**config.mk**
```make
export PLATFORM = sky130hd
export DESIGN_NAME = uart_systolic_ctrl
export DESIGN_NICKNAME = d
export VERILOG_FILES = /design/src/rtl/uart_systolic_ctrl.sv
export SDC_FILE = /design/constraint.sdc
export NUM_CORES = 1
export LEC_CHECK = 0
export CAP_MARGIN = 20
export CORE_UTILIZATION = 57
export CTS_BUF_LIST = sky130_fd_sc_hd__clkbuf_16
export DETAILED_ROUTE_END_ITERATION = 10
export PLACE_DENSITY = 0.87
export SYNTH_ARGS = -nofsm -noshare
export SYNTH_HDL_FRONTEND = slang
export SYNTH_SLANG_ARGS = --single-unit
```
**constraint.sdc**
```tcl
create_clock -name clk -period 5.7 [get_ports clk]
set_input_delay 0.57 -clock clk [delete_from_list [all_inputs] [get_ports clk]]
set_output_delay 0.57 -clock clk [all_outputs]
set_load 0.1 [all_outputs]
```
**src/rtl/uart_systolic_ctrl.sv**
```systemverilog
// Byte-stream controller for an NxN systolic array: loads A/B operands from a headered
// UART frame, gathers N*N results and returns each as three big-endian bytes.
module uart_systolic_ctrl #(
  parameter int         N       = 2,
  parameter int         DW      = 8,
  parameter int         RW      = 21,
  parameter logic [7:0] HDR     = 8'hA5,
  parameter int         TIMEOUT = 4096
) (
  input  logic          clk,
  input  logic          reset,
  input  logic [7:0]    rx_data,
  input  logic          rx_done,
  output logic          arr_clr,
  output logic [DW-1:0] arr_data,
  output logic          arr_valid,
  input  logic [RW-1:0] res_data,
  input  logic          res_valid,
  output logic [7:0]    tx_data,
  output logic          tx_start,
  input  logic          tx_done,
  output logic          busy,
  output logic          frame_done,
  output logic          err_timeout,
  output logic [7:0]    drop_cnt
);
  localparam int NN         = N * N;
  localparam int LOAD_BYTES = 2 * NN;
  localparam int LW         = $clog2(LOAD_BYTES + 1);
  localparam int IW         = (NN > 1) ? $clog2(NN) : 1;
  localparam int TW         = $clog2(TIMEOUT + 1);

  typedef enum logic [1:0] {IDLE, LOAD, COMPUTE, SEND} state_t;
  state_t state, state_nxt;

  logic [LW-1:0] load_cnt;
  logic [IW-1:0] wr_ptr;
  logic [IW-1:0] rd_ptr;
  logic [1:0]    byte_sel;
  logic [TW-1:0] idle_cnt;
  logic          tx_pending;
  logic [RW-1:0] res_buf [NN];

  logic          hdr_hit, load_fire, res_fire, timeout_hit;
  logic          tx_issue, tx_ack, tx_last, drop_fire;
  logic [23:0]   cur_res;
  logic [7:0]    cur_byte;

  assign busy    = (state != IDLE);
  assign tx_last = (rd_ptr == IW'(NN - 1)) && (byte_sel == 2'd2);
  assign cur_res = 24'(res_buf[rd_ptr]);

  // Results narrower than 24 bits are zero-padded in the leading byte.
  always_comb begin
    cur_byte = cur_res[7:0];
    case (byte_sel)
      2'd0:    cur_byte = cur_res[23:16];
      2'd1:    cur_byte = cur_res[15:8];
      default: cur_byte = cur_res[7:0];
    endcase
  end

  always_ff @(posedge clk or posedge reset) begin
    if (reset) state <= IDLE;
    else       state <= state_nxt;
  end

  always_comb begin
    state_nxt   = state;
    hdr_hit     = 1'b0;
    load_fire   = 1'b0;
    res_fire    = 1'b0;
    timeout_hit = 1'b0;
    tx_issue    = 1'b0;
    tx_ack      = 1'b0;
    drop_fire   = 1'b0;
    case (state)
      IDLE: begin
        if (rx_done) begin
          if (rx_data == HDR) begin
            hdr_hit   = 1'b1;
            state_nxt = LOAD;
          end else begin
            drop_fire = 1'b1;
          end
        end
      end
      LOAD: begin
        if (rx_done) begin
          load_fire = 1'b1;
          if (load_cnt == LW'(LOAD_BYTES - 1)) state_nxt = COMPUTE;
        end
      end
      COMPUTE: begin
        drop_fire = rx_done;
        if (res_valid) begin
          res_fire = 1'b1;
          if (wr_ptr == IW'(NN - 1)) state_nxt = SEND;
        end else if (idle_cnt == TW'(TIMEOUT - 1)) begin
          timeout_hit = 1'b1;
          state_nxt   = IDLE;
        end
      end
      SEND: begin
        drop_fire = rx_done;
        if (!tx_pending) begin
          tx_issue = 1'b1;
        end else if (tx_done) begin
          tx_ack = 1'b1;
          if (tx_last) state_nxt = IDLE;
        end
      end
      default: state_nxt = IDLE;
    endcase
  end

  always_ff @(posedge clk or posedge reset) begin
    if (reset) begin
      arr_clr     <= 1'b0;
      arr_valid   <= 1'b0;
      arr_data    <= '0;
      tx_start    <= 1'b0;
      tx_data     <= '0;
      frame_done  <= 1'b0;
      err_timeout <= 1'b0;
      drop_cnt    <= '0;
      load_cnt    <= '0;
      wr_ptr      <= '0;
      rd_ptr      <= '0;
      byte_sel    <= '0;
      idle_cnt    <= '0;
      tx_pending  <= 1'b0;
      for (int i = 0; i < NN; i++) res_buf[i] <= '0;
    end else begin
      arr_clr     <= hdr_hit;
      arr_valid   <= load_fire;
      tx_start    <= tx_issue;
      frame_done  <= tx_ack && tx_last;
      err_timeout <= timeout_hit;

      if (load_fire) arr_data <= DW'(rx_data);
      if (drop_fire && drop_cnt != 8'hFF) drop_cnt <= drop_cnt + 8'd1;

      if (hdr_hit)        load_cnt <= '0;
      else if (load_fire) load_cnt <= load_cnt + 1'b1;

      // A timeout simply abandons the buffer; the write pointer restarts on the next frame.
      if (state != COMPUTE) begin
        wr_ptr   <= '0;
        idle_cnt <= '0;
      end else if (res_fire) begin
        res_buf[wr_ptr] <= res_data;
        wr_ptr          <= wr_ptr + 1'b1;
        idle_cnt        <= '0;
      end else begin
        idle_cnt <= idle_cnt + 1'b1;
      end

      if (state != SEND) begin
        rd_ptr     <= '0;
        byte_sel   <= '0;
        tx_pending <= 1'b0;
      end else begin
        if (tx_issue) begin
          tx_data    <= cur_byte;
          tx_pending <= 1'b1;
        end
        if (tx_ack) begin
          tx_pending <= 1'b0;
          if (byte_sel == 2'd2) begin
            byte_sel <= '0;
            rd_ptr   <= rd_ptr + 1'b1;
          end else begin
            byte_sel <= byte_sel + 2'd1;
          end
        end
      end
    end
  end

endmodule
```
# ---- Yosys cells after proc, flatten, opt, wreduce, memory -nomap -nowiden
# Cells that the tools add are included.
dict set report totals {
  elab_cells 122
  in_bits 34
  out_inout_bits 30
  ff_bits 139
}
dict set report op_classes {
  bitwise_logic 4
  n_eq_ne 22
  mux 51
  n_addsub 6
  n_lt_le_gt_ge 3
  reduce_logical 17
}
# op count
set op_table {}
lappend op_table {{$bwmux 84} 1}
lappend op_table {{$mux 21} 3}
lappend op_table {{$bmux 21 s2} 1}
lappend op_table {{$demux 21 s2} 1}
lappend op_table {{$mux 2} 18}
lappend op_table {{$mux 13} 2}
lappend op_table {{$mux 1} 20}
lappend op_table {{$ne 2x2->1 const B} 9}
lappend op_table {{$pmux 8 s2} 1}
lappend op_table {{$add 13x1->13 const B} 1}
lappend op_table {{$eq 13x12->1 const B} 1}
lappend op_table {{$eq 2x2->1 const B} 5}
lappend op_table {{$reduce_bool 2->1} 5}
lappend op_table {{$reduce_and 9->1} 1}
lappend op_table {{$add 8x1->8 const B} 1}
lappend op_table {{$eq 8x8->1 const B} 1}
lappend op_table {{$mux 4} 2}
lappend op_table {{$ne 8x8->1 const B} 1}
lappend op_table {{$pmux 2 s4} 1}
lappend op_table {{$add 2x1->2 const B} 3}
lappend op_table {{$ge 3x3->1 const B} 2}
lappend op_table {{$ne 3x3->1 const B} 2}
lappend op_table {{$not 2->3} 2}
lappend op_table {{$reduce_and 2->1} 3}
lappend op_table {{other kinds (10)} 16}

# ---- Depth between registers and ports, before layout
# Gate-level depths: netlist of the first run.
dict set report depth {
  word_depth 6
  mapped_depth 7
  ltp_nobuf 6
}

# ---- Worst setup path after synthesis of the first run
# OpenSTA, ideal clock, no wires.
dict set report synth_timing {
  kind {reg2reg}
  from {register drop_cnt[0]}
  to {register drop_cnt[1]}
  n_path_buf 0
  path_stages_with_launch 5
  path_slack_ns 3.548
  t_required_ns 5.574
  period_less_slack_ns 2.152
  setup_ns 0.126
  arrival_ns 2.026
  path_cell_list {dfrtp_1 -> ha_1 -> nand2_1 -> o221ai_4 -> mux2_4}
}
dict set report synth_via {
  elab_chain_cells 2
  elab_cells_between_ends 3
  classes_between {1 x add/sub; 1 x eq/ne; 1 x reduce/logical}
}
# item line
set synth_rtl {}
lappend synth_rtl {{start, declared} 25} ;# output logic [7:0] drop_cnt
lappend synth_rtl {{start signal, assigned} 142} ;# if (drop_fire && drop_cnt != 8'hFF) drop_cnt <= drop_cnt + 8'd1;
lappend synth_rtl {{branches (longest 2 deep; another with $add 8x1->8)} -}
# Several ways; the timed one is not identified.
# A chain may end at the register's enable or synchronous reset.

# ---- Final worst setup path of the first run
dict set report layout_timing {
  from {register state[1]}
  to {output port busy}
}
dict set report layout_via {
  elab_chain_cells 1
}
# item line
set layout_rtl {}
lappend layout_rtl {{start, declared} 34} ;# state_t state, state_nxt;
lappend layout_rtl {{start signal, assigned} 65} ;# else state <= state_nxt;
lappend layout_rtl {{$reduce_bool 2->1} 49} ;# assign busy = (state != IDLE);
lappend layout_rtl {{end, declared} 22} ;# output logic busy,
# No other way between the ends.

==> reports/qor.log, run 1 <==
[outcome] status complete, no violations
[worst_setup_path] data required time at the worst endpoint 5.13 ns
[sta] final setup violation count 0
[placement] global placement routability congestion 0.7419
[final_layout] Post-layout nets 558
[worst_setup_path] crit path DAT 2.31 ns
[synth] Ys Warns 0
[synth] count of distinct cell types in the synthesized netlist 47
[synth] count of mapped cells out of synthesis 450
[drt] vias per inst 5.905
[drt] number of violations reported at the end of detailed-routing iteration 0 172
[power_and_ir_drop] switching power share of the total 30.96%
[clocking] CTS sink count 139
[drt] wirelength, routed 13.03 mm
[global_route] overall overflow remaining after global route 0
[global_route] pin count of the biggest net entering global routing 75
[die] I/O pin total 64
[drt] Routed Antenna Nets 0
[global_route] routing layer with the top usage in global route met2
[clocking] CTS hold repair buffers 0
[placement] number of buffer cells added on primary ports 63
[power_and_ir_drop] peak ir drop on the vdd network 0.5154 mV
[power_and_ir_drop] sequential share of power 37.5%
[placement] placed wire-length estimate after detailed placement 8.013 mm
[global_route] total routing resource utilization after global routing 25.05%
[die] core outline area 10,510 sq um
[global_route] global-route met1 utilization 30.64%
[sta] highest clock rate 347.3 MHz
[clocking] post-CTS setup buffer count 0
[final_layout] area growth from synthesis to final layout 21.69%
[global_route] first-pass GRT wire length 21.33 mm
[power_and_ir_drop] portion of total power attributed to combinational logic 20.0%
[worst_setup_path] worst reg2reg path startpoint rd_ptr[0]
[clocking] CTS tree yes
[job] Maximum Capacitance Violations 0
[synth] syn_nets 492
[worst_setup_path] maximum fanout count along the critical path 10
[worst_setup_path] setup slack of the worst register-to-register path 3.15 ns
[clocking] CTS root buffer sky130_fd_sc_hd__clkbuf_16
[die] die height 106.8 um
[power_and_ir_drop] leakage power 0.003531 uW
[power_and_ir_drop] areal power density over the cells 382.8 nW/um^2
[sta] post-layout min period 2.879 ns
[global_route] met3 usage 6.261%
[synth] FF+latch count, synth 139
[sta] Final Hold Vio Count 0
[die] die span in x 106.8 um
[clocking] Clock H-tree levels 4
[sta] relative slew slack 34.65%
[power_and_ir_drop] cell-internal power 2015 uW
[power_and_ir_drop] net switching power 903.5 uW
[worst_setup_path] kind of end point of the critical path primary output
[global_route] met2 track utilization from global routing 43.18%
[drt] detailed-route via count 3,927
[final_layout] proportion of layout cells with a drive suffix above 1 30.06%
[die] full die area 11,410 sq um
[clocking] clock latency reported for the late side of the worst-skew pair 0.41 ns
[synth] post-synthesis average cell area 13.92 sq um
[clocking] maximum clock insertion buffer count 2
[sta] Layout Skew 0.007550 ns
[global_route] number of global-route vias before repair 4,228
[sta] unrepaired setup endpoints after global routing false
[power_and_ir_drop] clock network power share 42.5%
[global_route] antenna violations before repair 0
[synth] sequential share of the synthesized area 55.53%
[min_path] worst hold-check path type register to register
[worst_setup_path] number of cells traversed by the worst register-to-register path 6
[sta] post-route clock period utilization 50.51%
[power_and_ir_drop] PnR Total Power 2918 uW
[drt] number of search-and-repair iterations in the first detailed-routing pass 6
[worst_setup_path] Crit Reg-Reg Endpoint tx_data[0]
[sta] setup TNS 0 ns
[clocking] TritonCTS buffer count 17
[final_layout] footprint of the multi-input gates 2585 sq um
[worst_setup_path] path type of the worst setup path register to primary output
[worst_setup_path] kind of start point of the critical path register
[worst_setup_path] CP Launch Point state[1]
[final_layout] antenna cells 0
[final_layout] area taken by flip-flops and latches 3478 sq um
[die] Site Rows 37
[drt] average wire per standard cell 19.60 um
[clocking] Resize count post-CTS 0
[sta] count of pins over their slew limit 0
[drt] drt drc 0
[clocking] clock-pin slew of the registers on the worst-case setup and hold paths 0.06 ns
[sta] Tightest Pin Transition 0.9771 ns
[worst_setup_path] end of the critical path busy
[die] starting utilization of the core area 59.60%
[synth] Post-Syn Area 6264 sq um
[final_layout] count of fill cells added during filler insertion 662
## worst max-delay path, cell delays in order (launching register included)
cell                              delay, ns
sky130_fd_sc_hd__dfrtp_1               0.55
sky130_fd_sc_hd__or2_2                 0.21
sky130_fd_sc_hd__clkdlybuf4s50_1       1.13
## cell type report
class / instances / share of cell area, %
well taps: 136 / 2.232
multi-input cells: 283 / 33.91
repair buffers: 69 / 9.061
inverters: 6 / 0.3283
flip-flops and latches: 139 / 45.63
clock inverters: 15 / 3.250
clock buffers: 17 / 5.581
## worst min-delay path by stage
stage / startpoint / to / slack (ns) / depth (start not counted)
2_1_floorplan: idle_cnt[12] / err_timeout / 0.46 / 1
6_report: drop_cnt[5] / drop_cnt[5] / 0.50 / 1
5_1_grt: res_buf[7] / res_buf[7] / 0.51 / 1
3_3_place_gp: drop_cnt[5] / drop_cnt[5] / 0.48 / 1
3_5_place_dp: res_buf[23] / res_buf[23] / 0.49 / 1
4_1_cts: drop_cnt[5] / drop_cnt[5] / 0.50 / 1
## cell families after synthesis
kind of cell,Yosys count,share of synthesized area (%)
flops,139,55.53
fa+ha+maj,8,1.598
compound gates,35,3.915
simple gates,100,8.031
mux,119,24.79
xor+xnor,21,2.936
buf+inv,28,3.196
## synthesized netlist by cell type (all sizes together)
library cell | number | area (sq um)
a2111oi | 2 | 30.03
a211oi | 2 | 15.01
a21oi | 20 | 100.1
a22oi | 3 | 22.52
a32oi | 1 | 8.760
and2 | 1 | 6.260
and2b | 2 | 16.27
and3 | 1 | 6.260
and4 | 4 | 35.03
buf | 16 | 115.1
clkbuf | 6 | 62.56
dfrtp | 139 | 3478
ha | 8 | 100.1
inv | 6 | 22.52
mux2 | 93 | 1051
mux2i | 7 | 70.07
mux4 | 19 | 431.7
nand2 | 16 | 60.06
nand2b | 3 | 28.78
nand3 | 14 | 70.07
nand4 | 2 | 12.51
nand4b | 3 | 26.28
nor2 | 38 | 145.1
nor2b | 5 | 31.28
nor3 | 4 | 20.02
nor3b | 1 | 7.510
nor4 | 1 | 6.260
o211ai | 1 | 7.510
o21ai | 3 | 15.01
o221ai | 1 | 26.28
o41a | 1 | 11.26
o41ai | 1 | 8.760
or2 | 3 | 18.77
or3 | 2 | 12.51
xnor2 | 5 | 43.79
xor2 | 16 | 140.1
## layout by cell type, fill, tap and decap left out, drive strengths merged, types with 5 or more instances in the layout
master	netlist	final
inv	6	6
nor2	38	38
ha	8	8
dfrtp	139	139
clkdlybuf4s50	0	63
buf	16	6
nand3	14	14
bufinv	0	6
a21oi	20	20
nand2	16	16
clkinv	0	6
xor2	16	16
nor2b	5	5
xnor2	5	5
mux2i	7	7
clkbuf	6	17
mux4	19	19
mux2	93	93
## power by group through the flow
stage	sequential, uW	clock, uW	combinational (uW)
floorplan	1430	0	106
global placement	1110	0	575
detailed placement	1110	0	584
CTS	1100	1250	587
global route	1100	1300	605
finish	1100	1240	583
## metrics by stage
stage          util, %  hold WS, ns  area, sq um  setup slack, ns  cells
2_1_floorplan        -       0.4569         6264            1.405    450
3_3_place_gp     65.84       0.4796         6919            2.879    631
3_5_place_dp     65.84       0.4878         6919            2.768    631
4_1_cts          72.25       0.5034         7592            2.801    663
5_1_grt          72.53       0.5150         7622            2.763    665
6_report         72.53       0.4986         7622            2.821    665
## routing by layer
layer	wire length (um)	vias to the layer above
met5	0	-
met4	172	0
li1	-	1751
met3	465	12
met1	5419	2074
met2	6975	90
## sequential cells by signal (all words and copies together), names as in the netlist, 4 cells and up
signal and flops:
arr_data 8, idle_cnt 13, res_buf 84, tx_data 8, load_cnt 4, drop_cnt 8
(Power assumes the default switching activity.)
==> run 2: changes to the inputs <==
clock period = 2.7 ns   (was 5.7 ns; I/O delays follow)
==> reports/qor.log, run 2 (synthesized netlist as in run 1, its figures left out) <==
[placement] number of buffer cells added on primary ports 63 [unchanged]
[worst_setup_path] data required time at the worst endpoint 2.96 ns [was 5.13 ns]
[clocking] Resize count post-CTS 0 [unchanged]
[final_layout] number of flip-flops in the largest register 84 [unchanged]
[final_layout] area growth from synthesis to final layout 20.06% [was 21.69%]
[worst_setup_path] path type of the worst setup path register to register [was register to primary output]
[worst_setup_path] Crit-path slowest cell sky130_fd_sc_hd__dfrtp_1 [was sky130_fd_sc_hd__clkdlybuf4s50_1]
[sta] relative slew slack 52.58% [was 34.65%]
[die] starting utilization of the core area 59.60% [unchanged]
[worst_setup_path] maximum fanout count along the critical path 15 [was 10]
[clocking] CTS tree yes [unchanged]
[final_layout] Post-layout nets 560 [was 558]
[final_layout] commonest non-fill, non-tap cells in the layout 139 x sky130_fd_sc_hd__dfrtp_1, 92 x sky130_fd_sc_hd__mux2_2, 37 x sky130_fd_sc_hd__nor2_1, 35 x sky130_fd_sc_hd__buf_4, 33 x sky130_fd_sc_hd__clkdlybuf4s50_1 [was 139 x sky130_fd_sc_hd__dfrtp_1, 92 x sky130_fd_sc_hd__mux2_2, 63 x sky130_fd_sc_hd__clkdlybuf4s50_1, 37 x sky130_fd_sc_hd__nor2_1, 20 x sky130_fd_sc_hd__a21oi_1]
[drt] number of search-and-repair iterations in the first detailed-routing pass 4 [was 6]
[sta] Tightest Pin Transition 0.7105 ns [was 0.9771 ns]
[drt] wirelength, routed 12.54 mm [was 13.03 mm]
[sta] post-route clock period utilization 73.59%
[drt] average wire per standard cell 18.80 um [was 19.60 um]
[die] Site Rows 37 [unchanged]
[die] full die area 11,410 sq um [unchanged]
[drt] vias per inst 5.891 [was 5.905]
[final_layout] antenna cells 0 [unchanged]
[final_layout] register with the most flip-flops res_buf [unchanged]
[final_layout] top flop regs res_buf (84), idle_cnt (13) [unchanged]
[worst_setup_path] critical path depth in cells 5 [was 2]
[drt] detailed-route via count 3,929 [was 3,927]
[global_route] total routing resource utilization after global routing 24.18% [was 25.05%]
[worst_setup_path] kind of cell with the highest combined delay on the critical path flip-flops [was buffers and inverters]
[placement] global placement routability congestion 0.7797 [was 0.7419]
[final_layout] final core utilization 71.56% [was 72.53%]
[final_layout] proportion of layout cells with a drive suffix above 1 35.22% [was 30.06%]
[drt] drt drc 0 [unchanged]
[worst_setup_path] number of cells traversed by the worst register-to-register path 5 [was 6]
[global_route] number of global-route vias before repair 4,191 [was 4,228]
[sta] setup TNS 0 ns [unchanged]
[power_and_ir_drop] peak ir drop on the vdd network 1.072 mV [was 0.5154 mV]
[power_and_ir_drop] areal power density over the cells 781.5 nW/um^2 [was 382.8 nW/um^2]
[clocking] post-CTS setup buffer count 0 [unchanged]
[outcome] status complete, no violations [unchanged]
[final_layout] fin area 7520 sq um [was 7622 sq um]
[sta] final setup violation count 0 [unchanged]
[final_layout] Finished Layout Cells 667 [was 665]
[job] Maximum Capacitance Violations 0 [unchanged]
[min_path] worst hold-check path type input port to async pin [was register to register]
[final_layout] commonest non-fill, non-tap cell in the layout sky130_fd_sc_hd__dfrtp_1 [unchanged]
[clocking] maximum clock insertion buffer count 2 [unchanged]
[placement] placed instance area 6913 sq um [was 6919 sq um]
[sta] unrepaired setup endpoints after global routing false [unchanged]
[worst_setup_path] kind of end point of the critical path register [was primary output]
[worst_setup_path] crit path buf inv count 0 [was 1]
[drt] Routed Antenna Nets 0 [unchanged]
[clocking] clock-pin slew of the registers on the worst-case setup and hold paths 0.06 ns [about the same]
[sta] count of pins over their slew limit 0 [unchanged]
[placement] instance count after placement with tap cells included 635 [was 631]
[global_route] first-pass GRT wire length 20.84 mm [was 21.33 mm]
[worst_setup_path] critical path cell sequence mux4_2 -> nor2b_1 -> a2111oi_2 -> a21oi_1 -> a21oi_1 [was or2_2 -> clkdlybuf4s50_1]
[worst_setup_path] most frequent cell on the critical path sky130_fd_sc_hd__a21oi_1
[sta] Final Hold Vio Count 0 [unchanged]
[die] core outline area 10,510 sq um [unchanged]
[die] die height 106.8 um [unchanged]
[clocking] CTS hold repair buffers 0 [unchanged]
[worst_setup_path] biggest cell delay along the critical path 0.77 ns [was 1.13 ns]
[sta] highest clock rate 503.3 MHz
[global_route] overall overflow remaining after global route 0 [unchanged]
[global_route] pin count of the biggest net entering global routing 91 [was 75]
[power_and_ir_drop] leakage power 0.003565 uW [was 0.003531 uW]
[final_layout] count of fill cells added during filler insertion 655 [was 662]
[sta] post-layout min period 1.987 ns
[worst_setup_path] crit path DAT 2.25 ns [was 2.31 ns]
[die] I/O pin total 64 [unchanged]
[clocking] CTS sink count 139 [unchanged]
[clocking] TritonCTS buffer count 17 [unchanged]
[clocking] clock latency reported for the late side of the worst-skew pair 0.42 ns [was 0.41 ns]
[worst_setup_path] kind of start point of the critical path register [unchanged]
[global_route] antenna violations before repair 0 [unchanged]
[die] die span in x 106.8 um [unchanged]
[drt] number of violations reported at the end of detailed-routing iteration 0 233 [was 172]
[sta] Layout Skew 0.005986 ns [was 0.007550 ns]
[clocking] Clock H-tree levels 4 [unchanged]
[clocking] CTS root buffer sky130_fd_sc_hd__clkbuf_16 [unchanged]
[placement] placed wire-length estimate after detailed placement 7.857 mm [was 8.013 mm]
[run 2: changes by cell type in the layout (fill, tap and decap cells not counted), sizes merged]
cell / delta
buf: +32
bufinv: -2
clkdlybuf4s50: -30
clkinv: +1
clkinvlp: +1
[run 2: worst min-delay path, stage by stage]
cell	delay, ns
sky130_fd_sc_hd__clkdlybuf4s50_1	0.44
sky130_fd_sc_hd__clkinvlp_4	0.12
sky130_fd_sc_hd__buf_12	0.26
[run 2: worst paths after layout]
| check | start | end | slack (ns) |
|---|---|---|---|
| worst max-delay path | byte_sel[0] | tx_data[4] | 0.71 |
| worst min-delay path | reset | idle_cnt[4] | 0.30 |
| worst max register to register | byte_sel[0] | tx_data[4] | 0.71 |
| worst min register to register | res_buf[75] | res_buf[75] | 0.50 |
| max in group asynchronous | reset | res_buf[57] | 1.96 |
| min in group clk | res_buf[75] | res_buf[75] | 0.50 |
[run 2: cell type report]
| cell class | instances | area [sq um] | share of cell area, % |
|---|---|---|---|
| Clock buffer | 17 | 425.4 | 5.657 |
| Clock inverter | 15 | 181.4 | 2.413 |
| Inverter | 6 | 26.28 | 0.3494 |
| Multi-Input combinational cell | 283 | 2585 | 34.38 |
| Sequential cell | 139 | 3478 | 46.26 |
| Tap cell | 136 | 170.2 | 2.263 |
| Timing Repair Buffer | 71 | 653.1 | 8.686 |
[run 2: through the flow]
step	hold slack (ns)	worst slack [ns]	power (uW)
3_3_place_gp	0.4796	0.6740	3523
6_report	0.2993	0.7132	5876
3_5_place_dp	0.4874	0.6270	3547
2_1_floorplan	0.3607	0.5483	3243
4_1_cts	0.3126	0.7178	5915
5_1_grt	0.3448	0.5648	6060
[run 2: power breakdown]
part | total (uW) | leakage, uW | switching (uW) | internal (uW)
Sequential | 2310 | 0.00192 | 111 | 2200
Clock | 2370 | 0.000292 | 844 | 1520
Combinational | 1200 | 0.00136 | 905 | 292
Total | 5880 | 0.00356 | 1860 | 4020
[run 2: metal layers]
metal	wire (um)	share of wire, %	track usage (%)	up-vias
met5	0	0	0	-
met4	263	2.1	10.27	0
met3	446	3.6	5.653	26
met2	6707	53	42.12	81
met1	5121	41	28.72	2072
li1	-	-	-	1750
==> run 3: changes to the inputs <==
clock period = 1.9 ns   (was 2.7 ns; I/O delays follow)
==> reports/qor.log, run 3 (synthesized netlist as in run 1, its figures left out) <==
[outcome] status complete, no violations [unchanged]
[power_and_ir_drop] peak ir drop on the vdd network 1.515 mV [was 1.072 mV]
[sta] count of pins over their slew limit 0 [unchanged]
[final_layout] area growth from synthesis to final layout 21.71% [was 20.06%]
[placement] instance count after placement with tap cells included 646 [was 635]
[worst_setup_path] data required time at the worst endpoint 2.16 ns [was 2.96 ns]
[sta] Hold Slack 0.2634 ns [was 0.2993 ns]
[job] Maximum Capacitance Violations 0 [unchanged]
[sta] relative slew slack 58.37% [was 52.58%]
[sta] Layout Skew 0.006043 ns [was 0.005986 ns]
[worst_setup_path] path type of the worst setup path register to register [unchanged]
[power_and_ir_drop] switching power share of the total 32.51% [was 31.64%]
[placement] placed instance area 7053 sq um [was 6913 sq um]
[power_and_ir_drop] sequential share of power 40.9% [was 39.3%]
[final_layout] area taken by flip-flops and latches 3488 sq um [was 3478 sq um]
[sta] final setup violation count 0 [unchanged]
[global_route] total routing resource utilization after global routing 24.58% [was 24.18%]
[global_route] number of global-route vias before repair 4,283 [was 4,191]
[final_layout] fin area 7624 sq um [was 7520 sq um]
[power_and_ir_drop] leakage power 0.003636 uW [was 0.003565 uW]
[sta] post-route clock period utilization 93.70% [was 73.59%]
[clocking] CTS hold repair buffers 0 [unchanged]
[die] full die area 11,410 sq um [unchanged]
[die] die span in x 106.8 um [unchanged]
[final_layout] footprint of the multi-input gates 2589 sq um [was 2585 sq um]
[clocking] TritonCTS buffer count 17 [unchanged]
[die] die height 106.8 um [unchanged]
[drt] detailed-route via count 3,922 [was 3,929]
[drt] number of search-and-repair iterations in the first detailed-routing pass 4 [unchanged]
[power_and_ir_drop] clock network power share 37.8% [was 40.3%]
[final_layout] Post-layout nets 572 [was 560]
[power_and_ir_drop] cell-internal power 5444 uW [was 4017 uW]
[drt] wirelength, routed 12.97 mm [was 12.54 mm]
[final_layout] register with the most flip-flops res_buf [unchanged]
[final_layout] count of fill cells added during filler insertion 672 [was 655]
[drt] Routed Antenna Nets 0 [unchanged]
[final_layout] antenna cells 0 [unchanged]
[power_and_ir_drop] areal power density over the cells 1058 nW/um^2 [was 781.5 nW/um^2]
[min_path] worst hold-check path type input port to async pin [unchanged]
[global_route] pin count of the biggest net entering global routing 94 [was 91]
[global_route] antenna violations before repair 0 [unchanged]
[worst_setup_path] kind of end point of the critical path register [unchanged]
[drt] drt drc 0 [unchanged]
[sta] unrepaired setup endpoints after global routing false [unchanged]
[clocking] CTS root buffer sky130_fd_sc_hd__clkbuf_16 [unchanged]
[clocking] Clock H-tree levels 4 [unchanged]
[final_layout] commonest non-fill, non-tap cells in the layout 131 x sky130_fd_sc_hd__dfrtp_1, 92 x sky130_fd_sc_hd__mux2_2, 42 x sky130_fd_sc_hd__buf_4, 37 x sky130_fd_sc_hd__nor2_1, 33 x sky130_fd_sc_hd__clkdlybuf4s50_1 [was 139 x sky130_fd_sc_hd__dfrtp_1, 92 x sky130_fd_sc_hd__mux2_2, 37 x sky130_fd_sc_hd__nor2_1, 35 x sky130_fd_sc_hd__buf_4, 33 x sky130_fd_sc_hd__clkdlybuf4s50_1]
[clocking] clock-pin slew of the registers on the worst-case setup and hold paths 0.06 ns [about the same]
[die] I/O pin total 64 [unchanged]
[drt] number of violations reported at the end of detailed-routing iteration 0 214 [was 233]
[clocking] maximum clock insertion buffer count 2 [unchanged]
[die] core outline area 10,510 sq um [unchanged]
[final_layout] top flop regs res_buf (84), idle_cnt (13) [unchanged]
[worst_setup_path] crit path DAT 2.04 ns [was 2.25 ns]
[global_route] overall overflow remaining after global route 0 [unchanged]
[clocking] CTS tree yes [unchanged]
[final_layout] commonest non-fill, non-tap cell in the layout sky130_fd_sc_hd__dfrtp_1 [unchanged]
[drt] vias per inst 5.785 [was 5.891]
[power_and_ir_drop] net switching power 2622 uW [was 1859 uW]
[final_layout] number of flip-flops in the largest register 84 [unchanged]
[sta] highest clock rate 561.7 MHz [was 503.3 MHz]
[worst_setup_path] kind of start point of the critical path register [unchanged]
[clocking] CTS sink count 139 [unchanged]
[power_and_ir_drop] portion of total power attributed to combinational logic 21.3% [was 20.4%]
[placement] global placement routability congestion 0.7409 [was 0.7797]
[sta] post-layout min period 1.780 ns [was 1.987 ns]
[placement] placed wire-length estimate after detailed placement 8.515 mm [was 7.857 mm]
[final_layout] Finished Layout Cells 678 [was 667]
[placement] number of buffer cells added on primary ports 63 [unchanged]
[sta] Final Hold Vio Count 0 [unchanged]
[sta] Tightest Pin Transition 0.6237 ns [was 0.7105 ns]
[drt] average wire per standard cell 19.13 um [was 18.80 um]
[final_layout] proportion of layout cells with a drive suffix above 1 38.01% [was 35.22%]
[clocking] clock latency reported for the late side of the worst-skew pair 0.42 ns [about the same]
[die] starting utilization of the core area 59.60% [unchanged]
[global_route] first-pass GRT wire length 21.16 mm [was 20.84 mm]
[worst_setup_path] maximum fanout count along the critical path 12 [was 15]
[die] Site Rows 37 [unchanged]
==> run 3: cell count changes in the layout (fill, tap and decap cells not counted), sizes merged <==
cell	change
buf	+11
bufinv	-2
clkbuf	+1
clkinv	+3
clkinvlp	-3
inv	+1
==> run 3: layer usage <==
layer	vias to the layer above	track usage (%)	part of all wire, %
li1	1775	-	-
met1	2049	28.36	41
met2	82	44.10	54
met3	16	6.626	3.7
met4	0	8.219	1.3
met5	-	0	0
==> run 3: stage by stage <==
stage	total power, uW	setup slack (ns)	utilization (%)	TNS [ns]
CTS	8120	0.02614	72.25	0
global route	8334	0.007339	72.54	0
floorplan	4621	-0.1745	-	-4.325
global placement	5035	-0.04056	67.12	-0.04056
detailed placement	5074	-0.08220	67.12	-0.1605
finish	8065	0.1198	72.54	0
==> run 3: what timing repair did <==
action	in CTS	in global routing
buffers inserted	0	0
endpoints found under the setup margin	0	1
gates resized for setup	0	3
==> run 3: path summary, 6_finish.rpt <==
check / from / end / slack [ns] / depth (start not counted)
worst max-delay path: rd_ptr[1] / tx_data[6] / 0.12 / 4
worst min-delay path: reset / res_buf[40] / 0.26 / 3
worst max register to register: rd_ptr[1] / tx_data[6] / 0.12 / 4
worst min register to register: drop_cnt[5] / drop_cnt[5] / 0.48 / 1
max in group asynchronous: reset / drop_cnt[5] / 1.15 / 3
min in group clk: rx_data[0] / arr_data[0] / 0.43 / 2
==> run 3: layout make-up <==
type | count | area share, %
Clock buffer | 17 | 5.580
Clock inverter | 14 | 1.494
Inverter | 6 | 0.3447
Multi-Input combinational cell | 283 | 33.96
Sequential cell | 139 | 45.76
Tap cell | 136 | 2.232
Timing Repair Buffer | 83 | 10.64
==> run 3: power by group through the flow <==
stage	Combinational (uW)	Clock (uW)	Sequential, uW
after floorplan	319	0	4300
after global placement	1700	0	3340
after detailed placement	1730	0	3340
after CTS	1730	3090	3300
after global routing	1790	3220	3320
final	1720	3040	3300
==> run 3: worst max-delay path: stages (launching register included) <==
cell and delay [ns]:
sky130_fd_sc_hd__dfrtp_1 0.62, sky130_fd_sc_hd__buf_4 0.31, sky130_fd_sc_hd__mux4_2 0.33, sky130_fd_sc_hd__a22oi_1 0.25, sky130_fd_sc_hd__a21oi_1 0.11
